File: src/rtl/spi_master.sv
// Single-byte SPI master, mode 0 (CPOL=0, CPHA=0), MSB first.
// SCK is divided down from clk; every output is registered.
module spi_master #(
  parameter int CLK_DIV = 4,
  parameter int CS_GAP  = 4
) (
  input  logic       clk,
  input  logic       reset,
  input  logic       start,
  input  logic [7:0] tx_data,
  output logic [7:0] rx_data,
  output logic       busy,
  output logic       done,
  output logic       cs,
  output logic       sck,
  output logic       mosi,
  input  logic       miso
);

  // One shared counter times both the SCK half-periods and the CS gap.
  localparam int CNT_MAX = (CLK_DIV > CS_GAP) ? CLK_DIV : CS_GAP;
  localparam int CNT_W   = (CNT_MAX > 1) ? $clog2(CNT_MAX) : 1;
  localparam logic [CNT_W-1:0] DIV_LAST = CNT_W'(CLK_DIV - 1);
  localparam logic [CNT_W-1:0] GAP_LAST = CNT_W'(CS_GAP - 1);

  typedef enum logic [2:0] {
    IDLE,
    SETUP,
    HIGH,
    LOW,
    HOLD,
    GAP
  } state_t;

  state_t           state_q, state_d;
  logic [CNT_W-1:0] cnt_q, cnt_d;
  logic [2:0]       bit_cnt_q, bit_cnt_d;
  logic [7:0]       shift_tx_q, shift_tx_d;
  logic [7:0]       shift_rx_q, shift_rx_d;
  logic [7:0]       rx_data_q, rx_data_d;
  logic             busy_q, busy_d;
  logic             done_q, done_d;
  logic             cs_q, cs_d;
  logic             sck_q, sck_d;
  logic             mosi_q, mosi_d;
  logic             phase_end;

  assign phase_end = (state_q == GAP) ? (cnt_q == GAP_LAST) : (cnt_q == DIV_LAST);

  always_ff @(posedge clk or negedge reset) begin
    if (!reset) begin
      state_q    <= IDLE;
      cnt_q      <= '0;
      bit_cnt_q  <= '0;
      shift_tx_q <= '0;
      shift_rx_q <= '0;
      rx_data_q  <= '0;
      busy_q     <= 1'b0;
      done_q     <= 1'b0;
      cs_q       <= 1'b1;
      sck_q      <= 1'b0;
      mosi_q     <= 1'b0;
    end else begin
      state_q    <= state_d;
      cnt_q      <= cnt_d;
      bit_cnt_q  <= bit_cnt_d;
      shift_tx_q <= shift_tx_d;
      shift_rx_q <= shift_rx_d;
      rx_data_q  <= rx_data_d;
      busy_q     <= busy_d;
      done_q     <= done_d;
      cs_q       <= cs_d;
      sck_q      <= sck_d;
      mosi_q     <= mosi_d;
    end
  end

  always_comb begin
    state_d = state_q;
    case (state_q)
      IDLE:    if (start) state_d = SETUP;
      SETUP:   if (phase_end) state_d = HIGH;
      HIGH:    if (phase_end) state_d = (bit_cnt_q == 3'd7) ? HOLD : LOW;
      LOW:     if (phase_end) state_d = HIGH;
      HOLD:    if (phase_end) state_d = GAP;
      GAP:     if (phase_end) state_d = IDLE;
      default: state_d = IDLE;
    endcase
  end

  always_comb begin
    cnt_d      = (state_q == IDLE || phase_end) ? '0 : cnt_q + 1'b1;
    bit_cnt_d  = bit_cnt_q;
    shift_tx_d = shift_tx_q;
    shift_rx_d = shift_rx_q;
    rx_data_d  = rx_data_q;
    busy_d     = busy_q;
    done_d     = 1'b0;
    cs_d       = cs_q;
    sck_d      = sck_q;
    mosi_d     = mosi_q;
    case (state_q)
      IDLE: begin
        if (start) begin
          shift_tx_d = tx_data;
          cs_d       = 1'b0;
          mosi_d     = tx_data[7];
          busy_d     = 1'b1;
          bit_cnt_d  = 3'd0;
        end
      end
      SETUP, LOW: begin
        // miso is captured only on the edge that raises sck
        if (phase_end) begin
          sck_d      = 1'b1;
          shift_rx_d = {shift_rx_q[6:0], miso};
        end
      end
      HIGH: begin
        if (phase_end) begin
          sck_d = 1'b0;
          if (bit_cnt_q != 3'd7) begin
            bit_cnt_d  = bit_cnt_q + 3'd1;
            shift_tx_d = {shift_tx_q[6:0], 1'b0};
            mosi_d     = shift_tx_q[6];
          end
        end
      end
      HOLD: begin
        if (phase_end) begin
          cs_d      = 1'b1;
          rx_data_d = shift_rx_q;
          done_d    = 1'b1;
          mosi_d    = 1'b0;
        end
      end
      GAP: begin
        if (phase_end) busy_d = 1'b0;
      end
      default: ;
    endcase
  end

  assign rx_data = rx_data_q;
  assign busy    = busy_q;
  assign done    = done_q;
  assign cs      = cs_q;
  assign sck     = sck_q;
  assign mosi    = mosi_q;

endmodule

File: config.mk
export PLATFORM = sky130hd
export DESIGN_NAME = spi_master
export DESIGN_NICKNAME = d
export VERILOG_FILES = /design/src/rtl/spi_master.sv
export SDC_FILE = /design/constraint.sdc
export NUM_CORES = 1
export LEC_CHECK = 0
export CORE_MARGIN = 2
export CORE_UTILIZATION = 59
export CTS_BUF_LIST = sky130_fd_sc_hd__clkbuf_8
export DETAILED_ROUTE_END_ITERATION = 12
export PLACE_DENSITY = 0.86
export SYNTH_ARGS = -nofsm -noshare
export SYNTH_HDL_FRONTEND = slang
export SYNTH_SLANG_ARGS = --single-unit
File: constraint.sdc
create_clock -name clk -period 2.8 [get_ports clk]
set_input_delay 0.56 -clock clk [delete_from_list [all_inputs] [get_ports clk]]
set_output_delay 0.56 -clock clk [all_outputs]
set_load 0.01 [all_outputs]
* Word level (Yosys, flattened, before mapping)
Index checks and enable logic that the tools add are counted.
** Storage, ports and cells
- Register bits after elaboration :: 36
- Output and inout port bits :: 13
- Logic and storage cells :: 72
** Operators by class
- Add/subtract/negate cells :: 2
- Equal/unequal tests :: 14
- Mux-type cells :: 29
- Reduce and logical (&&, ||, !) cells :: 16
** Operators by type and width (count)
- 3-bit 2-to-1 mux :: 9
- 7-bit 2-to-1 mux :: 3
- 3-bit case mux with 5 select lines :: 1
- 7-bit case mux with 2 select lines :: 1
- 2-bit != test (second input constant) :: 5
- 5-bit AND reduction :: 2
- 3-bit == test (second input constant) :: 3
- 1-bit 2-to-1 mux :: 9
- 3-bit AND reduction :: 3
- 2-bit nonzero test :: 4
- 3-bit by 2-bit == test with 1-bit output (second input constant) :: 2
- 1-bit case mux with 2 select lines :: 3
- 3-bit case mux with 2 select lines :: 1
- 2-bit AND reduction :: 2
- 4-bit AND reduction :: 1
- 3-bit by 1-bit adder with 3-bit output (second input constant) :: 1
- 3-bit by 1-bit == test with 1-bit output (second input constant) :: 1
- 3-bit logical NOT :: 1
- 3-bit != test (second input constant) :: 1
- 1-bit case mux with 3 select lines :: 1
- 3-bit nonzero test :: 1
- 2-bit by 1-bit adder with 2-bit output (second input constant) :: 1
- 2-bit == test (second input constant) :: 1
- 2-bit 2-to-1 mux :: 1
- other kinds (3) :: 3

* Longest topological paths before layout
- Depth after elaboration :: 4
- Depth in mapped cells :: 5
- Mapped depth without buffers :: 5

* Least setup slack after synthesis
Ideal clock, no wire load.
- Path kind :: register to register
- Start point :: reg bit_cnt_q[0]
- End point :: reg shift_tx_q[1]
- Setup time :: 125 ps
- Arrival :: 1781 ps
- Path slack :: 894 ps
- Stages on the path, launching flop included :: 6
- Period minus slack after synthesis :: 1906 ps
- Cells stage by stage :: dfrtp_1 ha_1 ha_1 nand3b_1 a211oi_4 mux2_2
** Between the ends
- Cells in the longest elaborated chain, start to end :: 3
** RTL lines
- start, declared :: RTL line 37 : logic [2:0] bit_cnt_q, bit_cnt_d;
- start signal, assigned :: RTL line 66 : bit_cnt_q <= bit_cnt_d;
- 3-bit != test :: RTL line 122 : if (bit_cnt_q != 3'd7) begin
- 2-bit != test (no line)
- 4-bit AND reduction (no line)
- end signal, assigned :: RTL line 67 : shift_tx_q <= shift_tx_d;
- end, declared :: RTL line 38 : logic [7:0] shift_tx_q, shift_tx_d;
Every way passes these cells.
A chain may end at the register's enable or synchronous reset.

* Worst setup path in the final report
- Start point :: reg bit_cnt_q[0]
- End point :: reg shift_tx_q[6]
Same word-level chain as after synthesis.

==> metrics.cfg <==
[status]
status = finished clean

[sta]
max_freq_mhz = 469
maxSlewViolCount = 0
clock_skew_ns = 0.00290
tns_ns = 0
finalCritPeriodShare = 0.762
hold_ws_ns = 0.446
tightest_slew_ns = 0.586
min_period_ns = 2.13
hold_violations = 0
slew-limit-headroom = 0.608
setup_ws_ns = 0.667
final-setup-viol-count = 0
rsz0062_at_grt = no

[cells_and_area]
antenna_cells = 0
nets = 165
area_growth_pct = 20.9
seqCellArea_um2 = 902
multi_input_area_um2 = 677
fin_util = 0.769
drive_above_1_share = 0.280
final.fill_count = 156

[placement]
gp_congestion = 0.684
io_buffers = 24
dp_hpwl_mm = 1.91
dp_slack_ns = 0.563

[floorplan]
pin_count = 25
fp.dieW_um = 56.4
dieArea_um2 = 3180
core_area_um2 = 2540
initial_utilization = 0.636
num_rows = 18
die_y_um = 56.4

[critical_path]
cp-start-kind = register
r2r-start = bit_cnt_q[0]$_DFFE_PN0P_
crit_fanout = 10
reg2regPathDepth = 5
crit_arrival_ns = 2.30
rrSetupSlack_ns = 0.67
end_kind = register
r2r-end = shift_tx_q[6]$_DFFE_PN0P_
required_ns = 2.96
worstSetupPathType = reg2reg

[global_route]
antenna_found_initial = 0
grt_first_pass_wirelength_mm = 4.75
grt_pass1_vias = 1073
grt_start_max_net_pins = 37
grt_overflow_total = 0
grt.total_usage = 0.200

[clock_network]
cts_max_level = 2
hold_buffers = 0
clk_latency_ns = 0.28
cts-root-buf = clkbuf_8
cts_post_setup_buffers_inserted = 0
cts_resized = 0
path_clk_slew_ns = 0.06
cts_buffers = 5
clock-sinks = 36
tritoncts = built
clk_path_buf_depth = 2

[power]
ir_worst_vdd_v = 0.000766
total_power_mw = 1.76
power.leakage_nw = 0.872
power_density_nw_per_um2 = 898

[synth]
postSynthCellCount = 123
syn-cell-area_um2 = 1620
synth_warnings = 0
ys_seq_elements = 36
synth_seq_area_share = 0.557
synth.distinct_cells = 29
syn_avg_cell_area_um2 = 13.2
syn-num-nets = 138

[flow_run]
drv_cap = 0

[route]
drcViolationCount = 0
wirelength_mm = 2.71
drtIter0Drc = 17
num_vias = 1005
drtPass1Iterations = 4
wire_per_inst_um = 15.1
antenna_left = 0
vias_per_cell = 5.58

[min_path]
worstHoldStart = cnt_q[0]$_DFF_PN0_
min_to = cnt_q[0]$_DFF_PN0_
hold_path.class = reg2reg
hold_path_depth = 1

==> Yosys cell counts, drive strengths merged <==
| library cell | n | area (µm²) |
|---|---|---|
| a211o | 1 | 8.76 |
| a211oi | 1 | 20.0 |
| a21o | 1 | 7.51 |
| a21oi | 1 | 5.00 |
| a22o | 1 | 8.76 |
| a2bb2oi | 1 | 8.76 |
| and3 | 1 | 6.26 |
| buf | 4 | 20.0 |
| clkbuf | 1 | 5.00 |
| dfrtp | 35 | 876 |
| dfstp | 1 | 26.3 |
| ha | 3 | 37.5 |
| inv | 4 | 15.0 |
| mux2 | 30 | 338 |
| mux2i | 2 | 20.0 |
| nand2 | 11 | 41.3 |
| nand2b | 2 | 12.5 |
| nand3b | 5 | 37.5 |
| nand4b | 1 | 8.76 |
| nor2 | 2 | 7.51 |
| nor3 | 3 | 26.3 |
| nor3b | 3 | 27.5 |
| nor4bb | 1 | 10.0 |
| o21ai | 5 | 25.0 |
| o21bai | 1 | 7.51 |
| or2 | 1 | 6.26 |
| or3 | 1 | 6.26 |
==> per-stage QoR <==
step / cells / instance area (µm²)
3_5_place_dp: 173 / 1880
4_1_cts: 180 / 1960
6_report: 180 / 1960
5_1_grt: 180 / 1960
2_1_floorplan: 123 / 1620
3_3_place_gp: 173 / 1880
==> final cells by class <==
class                   count  area share
multi-input cells          78       0.346
well taps                  30      0.0192
clock buffers               5      0.0352
inverters                   4     0.00767
flip-flops and latches     36       0.461
clock inverters             2     0.00448
repair buffers             25       0.127
==> where the power goes <==
group | internal (mW) | leakage, nW | total (mW) | switching, mW
clock | 0.165 | 0.0452 | 0.330 | 0.165
combinational | 0.347 | 0.377 | 0.586 | 0.239
sequential | 0.691 | 0.449 | 0.841 | 0.151
total | 1.20 | 0.872 | 1.76 | 0.555
==> kinds of logic after synthesis <==
family	count (synthesis)	synth area share
simple gates	31	0.117
compound gates	12	0.0564
flops	36	0.557
buf+inv	9	0.0247
mux	32	0.221
fa+ha+maj	3	0.0232
==> layout by cell type (no fill, tap or decap), drive strengths merged <==
cell type	Yosys	final
a211o	1	1
a211oi	1	1
a21o	1	1
a21oi	1	1
a22o	1	1
a2bb2oi	1	1
and3	1	1
buf	4	1
clkbuf	1	5
clkdlybuf4s50	0	24
clkinv	0	1
dfrtp	35	35
dfstp	1	1
ha	3	3
inv	4	5
mux2	30	30
mux2i	2	2
nand2	11	11
nand2b	2	2
nand3b	5	5
nand4b	1	1
nor2	2	2
nor3	3	3
nor3b	3	3
nor4bb	1	1
o21ai	5	5
o21bai	1	1
or2	1	1
or3	1	1
==> critical path, cell delays in order (launching register included) <==
cell	delay (ns)
dfrtp_1	0.41
ha_1	0.22
ha_1	0.22
nand3b_1	0.21
a211oi_4	0.55
mux2_2	0.41
==> worst max-delay path by stage <==
stage,start,to,slack [ns],cells after the start
after floorplan,bit_cnt_q[0]$_DFFE_PN0P_,shift_tx_q[1]$_DFFE_PN0P_,0.89,5
after global placement,start,shift_tx_q[5]$_DFFE_PN0P_,0.59,4
after detailed placement,start,shift_tx_q[6]$_DFFE_PN0P_,0.56,4
after CTS,bit_cnt_q[0]$_DFFE_PN0P_,shift_tx_q[6]$_DFFE_PN0P_,0.66,5
after global routing,bit_cnt_q[0]$_DFFE_PN0P_,shift_tx_q[6]$_DFFE_PN0P_,0.54,5
final,bit_cnt_q[0]$_DFFE_PN0P_,shift_tx_q[6]$_DFFE_PN0P_,0.67,5
==> state kept, by name (all words and copies together), names as in the netlist <==
name / cells
bit_cnt_q: 3
busy: 1
cnt_q: 2
cs: 1
done: 1
mosi: 1
rx_data: 8
sck: 1
shift_rx_q: 8
shift_tx_q: 7
state_q: 3
==> routing by layer <==
layer,part of all wire,wire [µm],vias up,global-route usage
met5,0,0,-,0
met4,0.020,53,0,0.112
met3,0.039,107,6,0.0622
met2,0.50,1350,22,0.314
met1,0.44,1200,492,0.245
li1,-,-,485,-
Power figures use the tool's default switching activity.
